<file path="config.mk">
export PLATFORM = sky130hd
export DESIGN_NAME = uart_rx_flat
export DESIGN_NICKNAME = d
export VERILOG_FILES = /design/src/rtl/uart_rx_if.sv /design/src/rtl/uart_rx.sv /design/src/flat_wrapper.sv
export SDC_FILE = /design/constraint.sdc
export NUM_CORES = 1
export LEC_CHECK = 0
export ABC_CLOCK_PERIOD_IN_PS = 4320
export CORE_MARGIN = 2
export CORE_UTILIZATION = 49
export CTS_BUF_LIST = sky130_fd_sc_hd__clkbuf_2 sky130_fd_sc_hd__clkbuf_4 sky130_fd_sc_hd__clkbuf_8
export CTS_CLUSTER_SIZE = 24
export DETAILED_ROUTE_END_ITERATION = 10
export PLACE_DENSITY_LB_ADDON = 0.2
export SLEW_MARGIN = 20
export SYNTH_ARGS = -nofsm -noshare
export SYNTH_HDL_FRONTEND = slang
export SYNTH_SLANG_ARGS = --single-unit
</file>
<file path="constraint.sdc">
create_clock -name clk -period 4.32 [get_ports clk]
set_clock_uncertainty 0.1 [all_clocks]
set_input_delay 0.432 -clock clk [delete_from_list [all_inputs] [get_ports clk]]
set_output_delay 0.432 -clock clk [all_outputs]
set_load 0.02 [all_outputs]
</file>
<file path="src/rtl/uart_rx_if.sv">
// Serial receive bus: the raw line going into the receiver and the
// byte/strobe outputs coming back to the consumer.
interface uart_rx_if #(
  parameter int DBIT = 8
);
  logic            rx;
  logic [DBIT-1:0] dout;
  logic            rx_done_tick;
  logic            frame_err;

  // Line driver / byte consumer side
  modport master (
    output rx,
    input  dout,
    input  rx_done_tick,
    input  frame_err
  );

  // Receiver side
  modport slave (
    input  rx,
    output dout,
    output rx_done_tick,
    output frame_err
  );
endinterface

</file>
<file path="src/rtl/uart_rx.sv">
// UART receiver with 16x oversampling, 2-flop input synchronizer and
// one-cycle done / framing-error strobes.
//
// state | meaning
// IDLE  | line idle, waiting for rx_s to go low
// START | counting to the middle of the start bit, rejecting glitches
// DATA  | sampling DBIT data bits at mid-bit, LSB first
// STOP  | counting through the stop bit, sampling it at the end
module uart_rx #(
  parameter int CLK_DIV = 163,
  parameter int DBIT    = 8,
  parameter int SB_TICK = 16
) (
  input  logic   clk,
  input  logic   rst_n,
  uart_rx_if.slave bus
);

  localparam int CW = (CLK_DIV > 1) ? $clog2(CLK_DIV) : 1;
  localparam int NW = (DBIT > 1) ? $clog2(DBIT) : 1;

  typedef enum logic [1:0] {IDLE, START, DATA, STOP} state_t;

  state_t          state;
  logic [CW-1:0]   tick_cnt;
  logic            s_tick;
  logic [1:0]      sync;
  logic            rx_s;
  logic [3:0]      s;
  logic [NW-1:0]   n;
  logic [DBIT-1:0] b;
  logic [DBIT-1:0] dout_q;
  logic            done_q;
  logic            ferr_q;

  assign s_tick = (tick_cnt == CW'(CLK_DIV - 1));
  assign rx_s   = sync[1];

  assign bus.dout         = dout_q;
  assign bus.rx_done_tick = done_q;
  assign bus.frame_err    = ferr_q;

  // Free-running oversample tick divider
  always_ff @(posedge clk or negedge rst_n) begin
    if (!rst_n)
      tick_cnt <= '0;
    else if (s_tick)
      tick_cnt <= '0;
    else
      tick_cnt <= tick_cnt + CW'(1);
  end

  // Two-flop synchronizer; resets to the idle-high line level
  always_ff @(posedge clk or negedge rst_n) begin
    if (!rst_n)
      sync <= 2'b11;
    else
      sync <= {sync[0], bus.rx};
  end

  // Receive FSM with registered byte and strobes
  always_ff @(posedge clk or negedge rst_n) begin
    if (!rst_n) begin
      state  <= IDLE;
      s      <= '0;
      n      <= '0;
      b      <= '0;
      dout_q <= '0;
      done_q <= 1'b0;
      ferr_q <= 1'b0;
    end else begin
      done_q <= 1'b0;
      ferr_q <= 1'b0;
      case (state)
        IDLE: begin
          // Start edge is looked for every clk so a frame can follow
          // immediately after the previous stop sample.
          if (!rx_s) begin
            state <= START;
            s     <= '0;
          end
        end
        START: begin
          if (s_tick) begin
            if (s == 4'd7) begin
              s <= '0;
              if (!rx_s) begin
                state <= DATA;
                n     <= '0;
              end else begin
                state <= IDLE;
              end
            end else begin
              s <= s + 4'd1;
            end
          end
        end
        DATA: begin
          if (s_tick) begin
            if (s == 4'd15) begin
              s <= '0;
              b <= {rx_s, b[DBIT-1:1]};
              if (n == NW'(DBIT - 1))
                state <= STOP;
              else
                n <= n + NW'(1);
            end else begin
              s <= s + 4'd1;
            end
          end
        end
        STOP: begin
          if (s_tick) begin
            if (s == 4'(SB_TICK - 1)) begin
              state <= IDLE;
              s     <= '0;
              if (rx_s) begin
                dout_q <= b;
                done_q <= 1'b1;
              end else begin
                ferr_q <= 1'b1;
              end
            end else begin
              s <= s + 4'd1;
            end
          end
        end
        default: state <= IDLE;
      endcase
    end
  end

endmodule

</file>
<file path="src/flat_wrapper.sv">
// flat-port wrapper written by rule: the top's interface ports become plain ports
module uart_rx_flat 
#(
  parameter int CLK_DIV = 163,
  parameter int DBIT    = 8,
  parameter int SB_TICK = 16
)
  (clk, rst_n, bus_rx, bus_dout, bus_rx_done_tick, bus_frame_err);
  uart_rx_if #(.DBIT(DBIT)) bus_i ();
  input  logic clk;
  input  logic rst_n;
  input wire logic [$bits(bus_i.rx)-1:0] bus_rx;
  output wire logic [$bits(bus_i.dout)-1:0] bus_dout;
  output wire logic [$bits(bus_i.rx_done_tick)-1:0] bus_rx_done_tick;
  output wire logic [$bits(bus_i.frame_err)-1:0] bus_frame_err;
  assign bus_i.rx = bus_rx;
  assign bus_dout = bus_i.dout;
  assign bus_rx_done_tick = bus_i.rx_done_tick;
  assign bus_frame_err = bus_i.frame_err;
  uart_rx #(.CLK_DIV(CLK_DIV), .DBIT(DBIT), .SB_TICK(SB_TICK)) u_core (.clk(clk), .rst_n(rst_n), .bus(bus_i));
endmodule
</file>
==> reports/metrics.cfg, run 1 <==
[run_status]
status = finished, final reports clean

[grt]
grt_use_met2_pct = 27.34
grt_max_degree = 38
antenna_found_initial = 0
met1_usage_pct = 21.01
grt_use_total_pct = 17.09
grt_pass1_wl_um = 5402
busiest_layer = met2
met3_usage_pct = 3.646
grt_pass1_vias = 1214
grt_overflow = 0

[yosys]
synth_nets = 162
avgSynthCellArea_um2 = 12.11
async_reset_ff_share_pct = 100.0
syn_inst = 149
syn_area_um2 = 1804
ys_seq_area_share_pct = 51.46
yosys.area.top_type_share_pct = 48.54
synth_area_leader_cell = dfrtp_1
ys.flop_type = dfrtp_1
yosys_warnings = 0
synth_cell_types = 39
synth_seq_cells = 37
synth-edff-count = 0
netlist_top_cells_area = dfrtp_1 (49%), mux2_2 (11%), ha_1 (6.9%)

[worst_setup_path]
reg2reg_to = u_core.bus.dout[2]
crit_path_max_fanout = 9
crit_path_end_kind = flop
cp-start-kind = flop
reg2reg_depth = 6
reg2reg_from = u_core.tick_cnt[0]
reg2reg_slack_ns = 1.90
crit_required_ns = 4.39
criticalPathCategory = reg -> reg
worstPathArrival_ns = 2.49

[sta]
max_slew.worst_pin.slew_ns = 0.7885
fin_setup_tns_ns = 0
slew_viol_final = 0
min_period_over_period_pct = 55.99
setup_ws_ns = 1.901
finalSetupViolations = 0
holdWs_ns = 0.1280
slew_headroom_pct = 47.43
rsz0062_at_grt = false
fmax_ghz = 0.4134
period_minus_slack_ns = 2.419
final-hold-violation-count = 0

[die]
num_rows = 22
die_area_um2 = 4184
die_width_um = 64.68
top_level_ports = 13
start_util_pct = 50.03
core_area_um2 = 3606
die_height_um = 64.68

[finish]
drive_gt1_share_pct = 20.96
fin_area_um2 = 2064
utilization_pct = 57.25
nNetsFinal = 179
area_growth_pct = 14.42
num_antenna_cells = 0
stdcell_count = 215

[pwr]
power.total_mw = 0.6066
ir_worst_vdd_uv = 212.2
powerDensity_nw_per_um2 = 293.8
p_leak_nw = 0.9851

[clock_tree]
clk_pin_slew_ns = 0.08
hold_buffers = 0
cts_setup_buffers = 0
cts_tree = done
root_buffer = clkbuf_8
cts_made_buffers = 5
cts_resized = 0
cts_buffer_depth = 2
clock-sinks = 37
htree_levels = 2
clock_latency_ns = 0.28

[routing]
wl_per_cell_um = 14.67
wl_um = 3153
first_pass_iters = 5
vias_per_cell = 5.577
drt_first_iter_violations = 114
postRouteAntennaNets = 0
route.detailed.drc = 0
vias = 1199

[placement]
placed_cells = 207
numPortBuffers = 12
place.gp.congestion = 0.7967
dp_slack_ns = 1.897
place_area_um2 = 1968
post-dp-hpwl_um = 2306

[run]
cap_violations = 0

[min_path]
hold_path_class = in -> async

## critical path, cell delays in order, from the launching register on
cell and delay (ns):
dfrtp_1 0.42, inv_1 0.07, ha_1 0.15, or3b_4 0.41, nor3_4 0.32, and3_1 0.45
mux2_2 0.39
## registers in the layout, indices dropped and copies added, names as in the netlist, named ones only
| register | count |
|---|---|
| u_core.n | 3 |
| u_core.state | 1 |
| u_core.s | 4 |
| u_core.bus.rx_done_tick | 1 |
| u_core.bus.frame_err | 1 |
| u_core.tick_cnt | 8 |
| u_core.sync | 2 |
| u_core.bus.dout | 8 |
| u_core.b | 8 |
## synth_stat cells (2+ instances only)
cell type	number
a21oi_1	2
a2111oi_2	2
mux2i_1	2
xnor2_1	3
o21ai_0	8
nand2b_1	2
and3_1	4
nand3_1	4
ha_1	10
and3b_1	2
mux2_2	17
xor2_1	3
a221o_1	2
nand4_1	2
inv_1	5
dfstp_2	2
nor3_1	2
and2_1	2
dfrtp_1	35
o31ai_1	2
nor2_1	11
nand2_1	10
## cells in the final DEF (no fill, tap or decap), types with 4 or more instances in the layout
master | Yosys | layout
mux2_2 | 17 | 17
nor2_1 | 11 | 11
inv_1 | 5 | 5
dfrtp_1 | 35 | 35
nand3_1 | 4 | 4
o21ai_0 | 8 | 8
clkdlybuf4s50_1 | 0 | 11
clkbuf_8 | 0 | 6
ha_1 | 10 | 10
nand2_1 | 10 | 10
and3_1 | 4 | 4
## kinds of logic after synthesis
family	Yosys count	share of synthesized area, %
DFF	37	51.46
adders and majority gates	10	6.935
and+or+nand+nor	47	14.77
muxes	19	11.72
buffers and inverters	7	1.664
xor gates and xnor gates	6	2.913
AOI/OAI and AO/OA	23	10.54
## worst max path at each step
stage                               to  depth (start not counted)          startpoint
finish              u_core.bus.dout[2]                          6  u_core.tick_cnt[0]
global route        u_core.bus.dout[2]                          6  u_core.tick_cnt[0]
CTS                 u_core.bus.dout[2]                          6  u_core.tick_cnt[0]
detailed placement  u_core.bus.dout[2]                          6  u_core.tick_cnt[0]
global placement    u_core.bus.dout[4]                          6  u_core.tick_cnt[0]
floorplan           u_core.bus.dout[0]                          7  u_core.tick_cnt[0]
## per-layer routing
metal | part of all wire, % | vias up
met5 | 0 | -
met4 | 3.1 | 0
met3 | 3.3 | 8
met2 | 49 | 33
met1 | 45 | 589
li1 | - | 569
## area by class of cell
class | instances | area (µm²)
Sequential cell | 37 | 928.4
Timing Repair Buffer | 12 | 115.1
Fill cell | 299 | 1541
Clock buffer | 6 | 82.58
Clock inverter | 2 | 13.76
Inverter | 5 | 18.77
Tap cell | 48 | 60.06
Multi-Input combinational cell | 105 | 845.8
## power by group
group | switching (mW) | total (mW) | internal, mW
Clock | 0.120 | 0.249 | 0.129
Sequential | 0.00106 | 0.349 | 0.348
Combinational | 0.00659 | 0.00814 | 0.00155
Total | 0.128 | 0.607 | 0.479
Note: power is estimated with default switching activity, not from simulation.
==> inputs of run 2 (changes only) <==
ABC_CLOCK_PERIOD_IN_PS = 2050   (was 4320)
clock period = 2.05 ns   (was 4.32 ns; I/O delays follow)
==> reports/metrics.cfg, run 2 (same netlist as run 1, synthesis figures left out) <==
[run_status]
status = complete, but fails checks
failed_checks = setup timing

[worst_setup_path]
reg2reg_from = u_core.tick_cnt[0]
slowest_delay_ns = 0.42  ; -0.03 ns
crit_slowest_cell = or3b_4
crit_path_end_kind = flop
reg2reg_slack_ns = -0.003  ; -1.90 ns
criticalPathCategory = reg -> reg
cp-start-kind = flop
cp-startpoint = u_core.tick_cnt[0]
crit_required_ns = 2.16  ; -2.23 ns
crit_path_max_fanout = 4  ; -5
path_cells = inv_1 > ha_1 > or3b_4 > o32a_4 > a2111oi_4 > mux2i_1
worstPathArrival_ns = 2.16  ; -0.33 ns
reg2reg_depth = 6  ; unchanged

[clock_tree]
clock-sinks = 37  ; unchanged
clock_latency_ns = 0.28  ; about the same
clk_pin_slew_ns = 0.07  ; about the same
cts_buffer_depth = 2  ; unchanged
cts_made_buffers = 5  ; unchanged
htree_levels = 2  ; unchanged
cts_tree = done
root_buffer = clkbuf_8

[routing]
postRouteAntennaNets = 0  ; unchanged
vias = 1229  ; +2.5%
first_pass_iters = 4  ; -1
vias_per_cell = 5.275  ; -5.4%
route.detailed.drc = 0  ; unchanged
wl_um = 3256  ; +3.3%
wl_per_cell_um = 13.97  ; -4.7%
drt_first_iter_violations = 58  ; -49%

[finish]
final_cell_mix = dfrtp_1 (35), mux2_2 (17), buf_4 (16)
nNetsFinal = 197  ; +10%
fillCellCount = 296  ; -1.0%
seq_area_um2 = 928.4  ; unchanged
fin_area_um2 = 2273  ; +10%
utilization_pct = 63.05  ; +5.8 points
multiInputGateArea_um2 = 880.8  ; +4.1%
drive_gt1_share_pct = 29.19  ; +8.2 points
area_growth_pct = 26.01
num_antenna_cells = 0  ; unchanged
final_common_cell = dfrtp_1

[grt]
grt_pass1_vias = 1268  ; +4.4%
grt_overflow = 0  ; unchanged
grt_max_degree = 38  ; unchanged
grt_pass1_wl_um = 5865  ; +8.6%
antenna_found_initial = 0  ; unchanged
grt_use_total_pct = 18.21  ; +1.1 points

[min_path]
hold-path-endpoint = u_core.sync[0]
min-delay-start = bus_rx
hold_path_class = in -> reg
hold_path_depth = 1

[pwr]
ir_worst_vdd_uv = 319.4  ; +51%
powerDensity_nw_per_um2 = 619.0  ; +110%
p_leak_nw = 1.081  ; +9.8%
power.total_mw = 1.407  ; +130%

[die]
start_util_pct = 50.03  ; unchanged
core_area_um2 = 3606  ; unchanged
num_rows = 22  ; unchanged
die_width_um = 64.68  ; unchanged
top_level_ports = 13  ; unchanged
die_height_um = 64.68  ; unchanged
die_area_um2 = 4184  ; unchanged

[sta]
finalSetupViolations = 1  ; +1
final-hold-violation-count = 0  ; unchanged
slew_headroom_pct = 47.88  ; +0.45 points
slew_viol_final = 0  ; unchanged
fin_setup_tns_ns = -0.003272  ; -0.003272 ns
fmax_ghz = 0.4870  ; +18%
rsz0062_at_grt = true
period_minus_slack_ns = 2.053  ; -0.3656 ns
max_slew.worst_pin.slew_ns = 0.7818  ; -0.006692 ns
min_period_over_period_pct = 100.2  ; +44 points
setup_ws_ns = -0.003272  ; -1.904 ns

[placement]
dp_slack_ns = -0.06409  ; -1.961 ns
place_area_um2 = 2118  ; +7.6%
place.gp.congestion = 0.8671  ; +8.8%
post-dp-hpwl_um = 2426  ; +5.2%
numPortBuffers = 12  ; unchanged

[run]
cap_violations = 0  ; unchanged

-- run 2: cell count changes in the layout (fill, tap and decap cells not counted), sizes merged --
cell | previous run | this run
buf | 1 | 18
clkinvlp | 0 | 1
clkinv | 2 | 0
dlygate4sd3 | 0 | 1
bufinv | 0 | 1
-- run 2: what timing repair did --
action                                  in CTS  in global routing
endpoints found under the setup margin      10                 20
hold buffers                                 1                  0
pin swaps                                    3                  2
cloned                                       0                  0
hold endpoints to repair                    35                  0
gates resized for setup                      1                  1
setup buffers                                1                  1
-- run 2: power breakdown --
part / internal (mW) / switching [mW] / leakage (nW)
combinational: 0.00447 / 0.0139 / 0.534
clock: 0.396 / 0.258 / 0.0574
sequential: 0.733 / 0.00271 / 0.491
-- run 2: critical path: cells and delay by family, from the launching register on --
family	cells	cell delay [ns]
AOI/OAI and AO/OA	2	0.65
and+or+nand+nor	1	0.42
DFF	1	0.38
muxes	1	0.21
adders and majority gates	1	0.15
buffers and inverters	1	0.06
-- run 2: per-stage QoR --
step	instances	hold slack, ns
2_1_floorplan	149	-0.1906
3_3_place_gp	222	0.2342
3_5_place_dp	222	0.2452
4_1_cts	232	0.2167
5_1_grt	233	0.2127
6_report	233	0.2247
-- run 2: final cells by class --
| class | count | share of cell area [%] |
|---|---|---|
| inverters | 5 | 0.8255 |
| well taps | 48 | 2.642 |
| multi-input cells | 105 | 38.75 |
| clock buffers | 6 | 3.632 |
| clock inverters | 2 | 1.651 |
| repair buffers | 30 | 11.67 |
| flip-flops and latches | 37 | 40.84 |
-- run 2: worst max-delay path by stage --
stage          slack, ns                 end  cells past startpoint
2_1_floorplan      -0.02  u_core.bus.dout[0]                      7
3_3_place_gp      -0.002                flop                      6
3_5_place_dp       -0.06     u_core.state[0]                      6
4_1_cts            -0.03                flop                      6
5_1_grt            -0.11                flop                      6
6_report          -0.003                flop                      6
-- run 2: layer usage --
metal	share of wire, %	GRT usage, %	up-vias
met2	48	28.91	18
met1	49	24.43	602
met3	2.8	5.035	2
met4	0.25	5.585	0
met5	0	0	-
li1	-	-	607
==> inputs of run 3 (changes only) <==
RECOVER_POWER = 100   (was not set)
==> reports/metrics.cfg, run 3 (same netlist as run 1, synthesis figures left out) <==
[finish]
num_antenna_cells = 0  ; unchanged
nNetsFinal = 197  ; unchanged
final_common_cell = dfrtp_1
drive_gt1_share_pct = 27.57  ; -1.6 points
seq_area_um2 = 928.4  ; unchanged
final_cell_mix = dfrtp_1 (35), mux2_2 (17), buf_4 (13)
stdcell_count = 233  ; unchanged
area_growth_pct = 25.38
multiInputGateArea_um2 = 880.8  ; unchanged
fillCellCount = 299  ; +1.0%
fin_area_um2 = 2262  ; -0.50%

[sta]
fmax_ghz = 0.4870  ; about the same
fin_setup_tns_ns = -0.003457  ; -0.0001852 ns
period_minus_slack_ns = 2.053  ; +0.0001852 ns
min_period_over_period_pct = 100.2  ; about the same
setup_ws_ns = -0.003457  ; -0.0001852 ns
max_slew.worst_pin.slew_ns = 0.8701  ; +0.08821 ns
final-hold-violation-count = 0  ; unchanged
slew_headroom_pct = 42.00  ; -5.9 points
slew_viol_final = 0  ; unchanged
rsz0062_at_grt = true
finalSetupViolations = 1  ; unchanged

[worst_setup_path]
cp-start-kind = flop
criticalPathCategory = reg -> reg
path_cells = inv_1 > ha_1 > or3b_4 > o32a_4 > a2111oi_4 > mux2i_1
crit_required_ns = 2.16  ; about the same
crit_path_max_fanout = 4  ; unchanged
crit_path_end_kind = flop
worstPathArrival_ns = 2.16  ; about the same
crit_slowest_cell = or3b_4
slowest_delay_ns = 0.42  ; about the same

[pwr]
switching_power_mw = 0.2749  ; +0.28%
ir_worst_vdd_uv = 319.2  ; about the same
powerDensity_nw_per_um2 = 622.2  ; +0.52%
power.total_mw = 1.408  ; about the same
p_leak_nw = 1.108  ; +2.4%
p_int_mw = 1.133  ; about the same
netSwitchingFraction_pct = 19.53  ; +0.050 points
combPwrFrac_pct = 1.3  ; about the same
power.share.clock_pct = 46.5  ; about the same
seqPwrFrac_pct = 52.3  ; about the same

[clock_tree]
clock_latency_ns = 0.28  ; about the same
root_buffer = clkbuf_8
cts_made_buffers = 5  ; unchanged
htree_levels = 2  ; unchanged
cts_tree = done
clk_pin_slew_ns = 0.07  ; about the same
clock-sinks = 37  ; unchanged
cts_buffer_depth = 2  ; unchanged

[routing]
wl_per_cell_um = 14.00  ; +0.18%
drt_first_iter_violations = 63  ; +8.6%
first_pass_iters = 4  ; unchanged
route.detailed.drc = 0  ; unchanged
vias = 1241  ; +0.98%
vias_per_cell = 5.326  ; +0.98%
wl_um = 3262  ; +0.18%
postRouteAntennaNets = 0  ; unchanged

[grt]
antenna_found_initial = 0  ; unchanged
grt_use_total_pct = 18.21  ; unchanged
grt_pass1_wl_um = 5865  ; unchanged
grt_pass1_vias = 1268  ; unchanged
grt_max_degree = 38  ; unchanged
grt_overflow = 0  ; unchanged

[die]
die_width_um = 64.68  ; unchanged
num_rows = 22  ; unchanged
die_area_um2 = 4184  ; unchanged
top_level_ports = 13  ; unchanged
core_area_um2 = 3606  ; unchanged
start_util_pct = 50.03  ; unchanged
die_height_um = 64.68  ; unchanged

[placement]
numPortBuffers = 12  ; unchanged
dp_slack_ns = -0.06409  ; unchanged
place.gp.congestion = 0.8671  ; unchanged
place_area_um2 = 2118  ; unchanged
post-dp-hpwl_um = 2426  ; unchanged
placed_cells = 222  ; unchanged

[run_status]
status = complete, but fails checks
failed_checks = setup timing

[min_path]
hold_path_class = reg -> reg

[run]
cap_violations = 0  ; unchanged

[run 3: changes by cell type in the layout (fill, tap and decap cells not counted), sizes merged]
cell           previous run  this run
clkbuf                    6        10
clkdlybuf4s50            11         0
buf                      18        14
dlygate4sd3               1        12
[run 3: power by group through the flow]
stage	registers, mW	clock network [mW]	logic [mW]
after floorplan	0.749	0	0.00132
after global placement	0.750	0	0.0183
after detailed placement	0.750	0	0.0188
after CTS	0.735	0.670	0.0200
after global routing	0.736	0.709	0.0220
final	0.736	0.654	0.0180
[run 3: metal layers]
metal,track usage [%],routed length [µm]
met5,0,0
met4,5.585,8
met3,5.035,91
met2,28.91,1581
met1,24.43,1581
[run 3: critical path: cells and delay by family, from the launching register on]
kind,cells,cell delay (ns)
fa+ha+maj,1,0.15
flops,1,0.38
buf+inv,1,0.06
simple gates,1,0.42
compound gates,2,0.65
mux,1,0.21
[run 3: what timing repair did]
item | in CTS | in global routing
buffers inserted | 1 | 1
hold buffers | 1 | 0
hold endpoints to repair | 35 | 0
resized for setup | 1 | 1
pin swaps | 3 | 2
setup endpoints to repair | 10 | 20
[run 3: final cells by class]
type / instances / area share, %
Sequential cell: 37 / 41.04
Inverter: 5 / 0.8296
Clock inverter: 2 / 1.659
Timing Repair Buffer: 30 / 11.23
Tap cell: 48 / 2.655
Clock buffer: 6 / 3.650
Multi-Input combinational cell: 105 / 38.94
[run 3: worst paths after layout]
path / start / to / slack (ns) / cells past startpoint
setup / recovery: u_core.tick_cnt[0] / flop / -0.003 / 6
hold / removal: u_core.sync[0] / u_core.sync[1] / 0.26 / 0
min in group asynchronous: rst_n / u_core.n[1] / 0.47 / 2
hold reg to reg: u_core.sync[0] / u_core.sync[1] / 0.26 / 0
max in group asynchronous: rst_n / u_core.tick_cnt[4] / 0.84 / 2
setup reg to reg: u_core.tick_cnt[0] / flop / -0.003 / 6
[run 3: stage by stage]
step	hold slack [ns]	util, %
after floorplan	-0.1906	-
after global placement	0.2342	58.74
after detailed placement	0.2452	58.74
after CTS	0.2167	62.70
after global routing	0.2672	62.73
final	0.2572	62.73
